**config.mk**
```make
export PLATFORM = sky130hd
export DESIGN_NAME = light_supervisor
export DESIGN_NICKNAME = d
export VERILOG_FILES = /design/src/rtl/traffic_pkg.sv /design/src/rtl/light_checker.sv /design/src/rtl/light_supervisor.sv
export SDC_FILE = /design/constraint.sdc
export NUM_CORES = 1
export LEC_CHECK = 0
export BUFFER_PORTS_ARGS = -buffer_cell sky130_fd_sc_hd__buf_2
export CAP_MARGIN = 20
export CORE_UTILIZATION = 40
export CTS_CLUSTER_DIAMETER = 50
export DETAILED_ROUTE_END_ITERATION = 16
export SLEW_MARGIN = 20
export SYNTH_ARGS = -nofsm -noshare
export SYNTH_HDL_FRONTEND = slang
export SYNTH_SLANG_ARGS = --single-unit
```
**constraint.sdc**
```tcl
create_clock -name clk -period 6.25 [get_ports clk]
set_clock_uncertainty 0.1 [all_clocks]
set_input_delay 0.9375 -clock clk [delete_from_list [all_inputs] [get_ports clk]]
set_output_delay 0.9375 -clock clk [all_outputs]
set_load 0.01 [all_outputs]
```
**src/rtl/traffic_pkg.sv**
```systemverilog
// Shared definitions for the traffic-light sequencer and its downstream supervisor:
// light codes, fault codes, the pedestrian FSM state type and small code helpers.
package traffic_pkg;

  localparam logic [2:0] RED   = 3'b100;
  localparam logic [2:0] AMBER = 3'b010;
  localparam logic [2:0] GREEN = 3'b001;

  localparam logic [1:0] FLT_NONE  = 2'b00;
  localparam logic [1:0] FLT_CODE  = 2'b01;
  localparam logic [1:0] FLT_SEQ   = 2'b10;
  localparam logic [1:0] FLT_STUCK = 2'b11;

  typedef enum logic [1:0] {
    ST_IDLE,
    ST_WALK,
    ST_CLEAR,
    ST_FAULT
  } walk_state_t;

  // True only for the three defined lamp codes.
  function automatic logic is_onehot(input logic [2:0] code);
    return (code == RED) || (code == AMBER) || (code == GREEN);
  endfunction

  // The single code the sequencer may move to from the given code.
  function automatic logic [2:0] legal_succ(input logic [2:0] code);
    logic [2:0] nxt;
    case (code)
      AMBER:   nxt = GREEN;
      GREEN:   nxt = RED;
      RED:     nxt = AMBER;
      default: nxt = 3'b000;
    endcase
    return nxt;
  endfunction

  function automatic int max3(input int a, input int b, input int c);
    int m;
    m = (a > b) ? a : b;
    return (m > c) ? m : c;
  endfunction

endpackage

```
**src/rtl/light_checker.sv**
```systemverilog
// Light-code checker: keeps the previous sample and a repeat counter and flags
// illegal codes, illegal transitions and stuck phases for the current sample.
module light_checker
  import traffic_pkg::*;
#(
  parameter int MAX_HOLD = 8,
  parameter int CNT_W    = 4
) (
  input  logic       clk,
  input  logic       rst_n,
  input  logic       clr,
  input  logic [2:0] light,
  output logic       fault_det,
  output logic [1:0] code_det
);

  localparam logic [CNT_W-1:0] HOLD_MAX = CNT_W'(MAX_HOLD - 1);

  logic [2:0]       light_q;
  logic             valid;
  logic [CNT_W-1:0] hold_cnt;

  // Previous sample; only meaningful while valid is set, so it carries no reset.
  always_ff @(posedge clk) begin
    light_q <= light;
  end

  // Sample-valid flag and repeat counter; a clear makes the next sample the first one.
  always_ff @(posedge clk or negedge rst_n) begin
    if (!rst_n) begin
      valid    <= 1'b0;
      hold_cnt <= '0;
    end else if (clr) begin
      valid    <= 1'b0;
      hold_cnt <= '0;
    end else begin
      valid <= 1'b1;
      if (valid && (light == light_q)) begin
        if (hold_cnt != HOLD_MAX) hold_cnt <= hold_cnt + CNT_W'(1);
      end else begin
        hold_cnt <= '0;
      end
    end
  end

  // Fault classification for the sample at the coming edge, highest priority first.
  always_comb begin
    fault_det = 1'b0;
    code_det  = FLT_NONE;
    if (!is_onehot(light)) begin
      fault_det = 1'b1;
      code_det  = FLT_CODE;
    end else if (valid && (light != light_q) && (light != legal_succ(light_q))) begin
      fault_det = 1'b1;
      code_det  = FLT_SEQ;
    end else if (valid && (light == light_q) && (hold_cnt == HOLD_MAX)) begin
      fault_det = 1'b1;
      code_det  = FLT_STUCK;
    end
  end

endmodule

```
**src/rtl/light_supervisor.sv**
```systemverilog
// Supervisor for the traffic-light sequencer: pedestrian walk/clearance FSM slaved to
// the red phase plus a sticky fault register that forces flashing don't-walk.
module light_supervisor
  import traffic_pkg::*;
#(
  parameter int WALK_CYC  = 4,
  parameter int CLEAR_CYC = 2,
  parameter int MAX_HOLD  = 8
) (
  input  logic       clk,
  input  logic       rst_n,
  input  logic [2:0] light,
  input  logic       ped_req,
  input  logic       fault_clr,
  output logic       walk,
  output logic       dont_walk,
  output logic       flash,
  output logic       ped_ack,
  output logic       fault,
  output logic [1:0] fault_code
);

  localparam int CNT_W = $clog2(max3(WALK_CYC, CLEAR_CYC, MAX_HOLD) + 1);

  walk_state_t      state;
  logic             pending;
  logic [CNT_W-1:0] cnt;
  logic             fault_det;
  logic [1:0]       code_det;
  logic             chk_clr;

  // Only a clear that actually leaves FAULT restarts the checker history.
  assign chk_clr = fault_clr && (state == ST_FAULT);

  light_checker #(
    .MAX_HOLD (MAX_HOLD),
    .CNT_W    (CNT_W)
  ) u_checker (
    .clk       (clk),
    .rst_n     (rst_n),
    .clr       (chk_clr),
    .light     (light),
    .fault_det (fault_det),
    .code_det  (code_det)
  );

  // Walk FSM with registered lamp outputs; a new fault overrides any state change.
  always_ff @(posedge clk or negedge rst_n) begin
    if (!rst_n) begin
      state      <= ST_IDLE;
      pending    <= 1'b0;
      cnt        <= '0;
      walk       <= 1'b0;
      dont_walk  <= 1'b1;
      flash      <= 1'b0;
      ped_ack    <= 1'b0;
      fault      <= 1'b0;
      fault_code <= FLT_NONE;
    end else begin
      ped_ack <= 1'b0;
      if ((state != ST_FAULT) && fault_det) begin
        state      <= ST_FAULT;
        fault      <= 1'b1;
        fault_code <= code_det;
        walk       <= 1'b0;
        dont_walk  <= 1'b1;
        flash      <= 1'b1;
      end else begin
        unique case (state)
          ST_IDLE: begin
            if ((pending || ped_req) && (light == RED)) begin
              state     <= ST_WALK;
              pending   <= 1'b0;
              ped_ack   <= 1'b1;
              walk      <= 1'b1;
              dont_walk <= 1'b0;
              flash     <= 1'b0;
              cnt       <= CNT_W'(WALK_CYC - 1);
            end else begin
              pending <= pending | ped_req;
            end
          end
          ST_WALK: begin
            if ((cnt == '0) || (light != RED)) begin
              state     <= ST_CLEAR;
              walk      <= 1'b0;
              dont_walk <= 1'b1;
              flash     <= 1'b1;
              cnt       <= CNT_W'(CLEAR_CYC - 1);
            end else begin
              cnt <= cnt - CNT_W'(1);
            end
          end
          ST_CLEAR: begin
            pending <= pending | ped_req;
            if (cnt == '0) begin
              state <= ST_IDLE;
              flash <= 1'b0;
            end else begin
              cnt   <= cnt - CNT_W'(1);
              flash <= ~flash;
            end
          end
          ST_FAULT: begin
            if (fault_clr) begin
              state      <= ST_IDLE;
              fault      <= 1'b0;
              fault_code <= FLT_NONE;
              pending    <= 1'b0;
              walk       <= 1'b0;
              dont_walk  <= 1'b1;
              flash      <= 1'b0;
            end else begin
              flash <= ~flash;
            end
          end
        endcase
      end
    end
  end

endmodule

```
==> metrics <==
Die W=61.5 um; Distinct cells, synth=53; largest net degree at the start of global routing=20; DRT Pass-1 Iters=4; first-pass GRT wire length=5.26 mm; Sink Count=22; DP Area=1520 um2; fin area=1550 um2; Worst Setup Slack, final=3.79 ns; fmax=0.406 GHz; RSZ-0062 raised after global routing=no; total CTS buffers=3; Leakage=0.692 nW; DP Wirelength=2.42 mm; htree depth=1; wire per inst=approximately 15 um; core area=between 3000 and 4000 um2; Post-synth EDFFs=0; number of I/O port buffers=13; slew margin rel.=0.707; share of the synthesized area in the top cell type=0.318; WS Path Type=in2reg; Synth area leaders=dfrtp_1, ha_1, dfxtp_1; Ant. Diodes=0; CTS tree=built; Detailed Route WL=3.17 mm; Synth Net Count=approximately 170; total negative slack=0 ns; GR Util All Layers=0.189; GR Overflow Total=0; Resized cells post-CTS=0; std cell rows=21; outcome=complete, no violations; Main synth FF type=dfrtp_1; Setup Buffers After CTS=0; Hold WC Path Type=reg2reg; Cell Pwr Density=roughly 400 nW/um2; Area growth, synth to finish=9.18%; DRT antenna net count=0; Max Slew Vio Count=0; most frequent cell after synthesis=dfrtp_1; Avg Cell Area, Syn=between 9 and 10 um2; NumNets Final=184; Setup violations, final=0; Placer Congestion=roughly 0.79; top cells by count, synth=dfrtp_1, nand2_1, nor2_1; pre-CTS setup slack=approximately 3.5 ns; cts-stage hold buffer count=0; min cycle time layout=2.46 ns; worst-margin pin slew=0.440 ns; Final Hold Fails=0; final period utilization=0.394; synth warn=0; DR vias/cell=5.55; Die Area=3790 um2; proportion of layout cells with a drive suffix above 1=0.190; xor and xnor fraction of the mapped netlist area=0.0309; Ports=14; vias in the first global route=1153; Hold WS=0.395 ns; Initial DRC Count=44; final core occ=0.460; multiplexer area fraction after synthesis=0.0177; post-route DRC violation count=0; Post-synth ARST share=0.864; WP data required=~6.4 ns; Synth Area in Compound Gates=0.229; Die Y=61.5 um; Syn Std Cell Area=1420 um2; via count=1188; Synth Area in Simple Gates=0.242; Critical Path End Type=flop; Initial Util=0.422; Synth Area in Adders=0.0706; Root Driver=clkbuf_4; FF-to-FF setup slack=4.06 ns; number of antenna violations at the first check in global routing=0; Yosys reg bits=22; register area share after synthesis=0.379; Max Root-Sink Buffers=2; maximum fanout along the worst path=8; worst-skew pair later-pin latency=between 0.3 and 0.4 ns; combinational family with the most area after synthesis=simple AND/OR/NAND/NOR gates; Reg clk slew, reported paths=0.12 ns; Startpoint Class=input port; cells after synthesis=about 150; Max IR drop VDD=between 150 and 200 uV; area leader, netlist=dfrtp_1; crit path DAT=2.57 ns; maxcap violations=0
## cell type report
| class | count | area, um2 |
|---|---|---|
| inverters | 7 | 26.3 |
| well taps | 46 | 57.6 |
| clock buffers | 4 | 26.3 |
| fillers | 357 | 1820 |
| repair buffers | 13 | 65.1 |
| multi-input cells | 122 | 836 |
| flip-flops and latches | 22 | 537 |
## power by group
part / internal, W / switching, W / leakage (nW)
Combinational: 0.000129 / 0.000191 / 0.418
Clock: 0.0000249 / 0.0000435 / 0.0150
Sequential: 0.000184 / 0.0000414 / 0.259
Total: 0.000338 / 0.000275 / 0.692
## cells in the final DEF, fill, tap and decap left out, types with 3 or more instances in the layout
master     n
buf_2     13
nand3_1    8
xor2_1     4
o21ai_0    7
a21oi_1    8
ha_1       8
inv_1      7
nor3_1     3
nand2b_1   4
nor2_1    13
dfrtp_1   18
nand2_1   16
and3_1     3
dfxtp_1    3
clkbuf_4   3
## flip-flops by register name, summed over array words and instances, names as in the netlist
register / cells
dont_walk: 1
fault: 1
u_checker.valid: 1
pending: 1
u_checker.light_q: 3
walk: 1
u_checker.hold_cnt: 4
ped_ack: 1
state: 2
cnt: 4
flash: 1
fault_code: 2
## metrics by stage
step	cells	total power [W]
6_report	214	0.000613
5_1_grt	214	0.000675
3_5_place_dp	210	0.000545
2_1_floorplan	154	0.000457
3_3_place_gp	210	0.000536
4_1_cts	214	0.000616
## metal layers
metal	wire, um	global-route usage	up-vias
met1	1490	0.251	576
met2	1560	0.313	22
li1	-	-	586
met4	41	0.0667	0
met3	80	0.0252	4
met5	0	0	-
## critical path: stages
cell	delay, ns
buf_2	0.15
or3b_4	0.44
o21a_2	0.17
a21oi_2	0.17
o21ai_4	0.12
a21oi_2	0.26
mux2_4	0.32
## final timing paths
kind	from	cells past startpoint	endpoint
max reg2reg	cnt[0]	8	state[1]
max	light[1]	7	cnt[1]
min	fault	2	fault
min in group asynchronous	rst_n	1	state[1]
max in group asynchronous	rst_n	1	dont_walk
min reg2reg	fault	2	fault
## cells by family after synthesis
group           count (synthesis)
compound gates                 44
xor+xnor                        5
fa+ha+maj                       8
buf+inv                        10
flops                          22
mux                             2
simple gates                   63
Power figures use the tool's default switching activity.
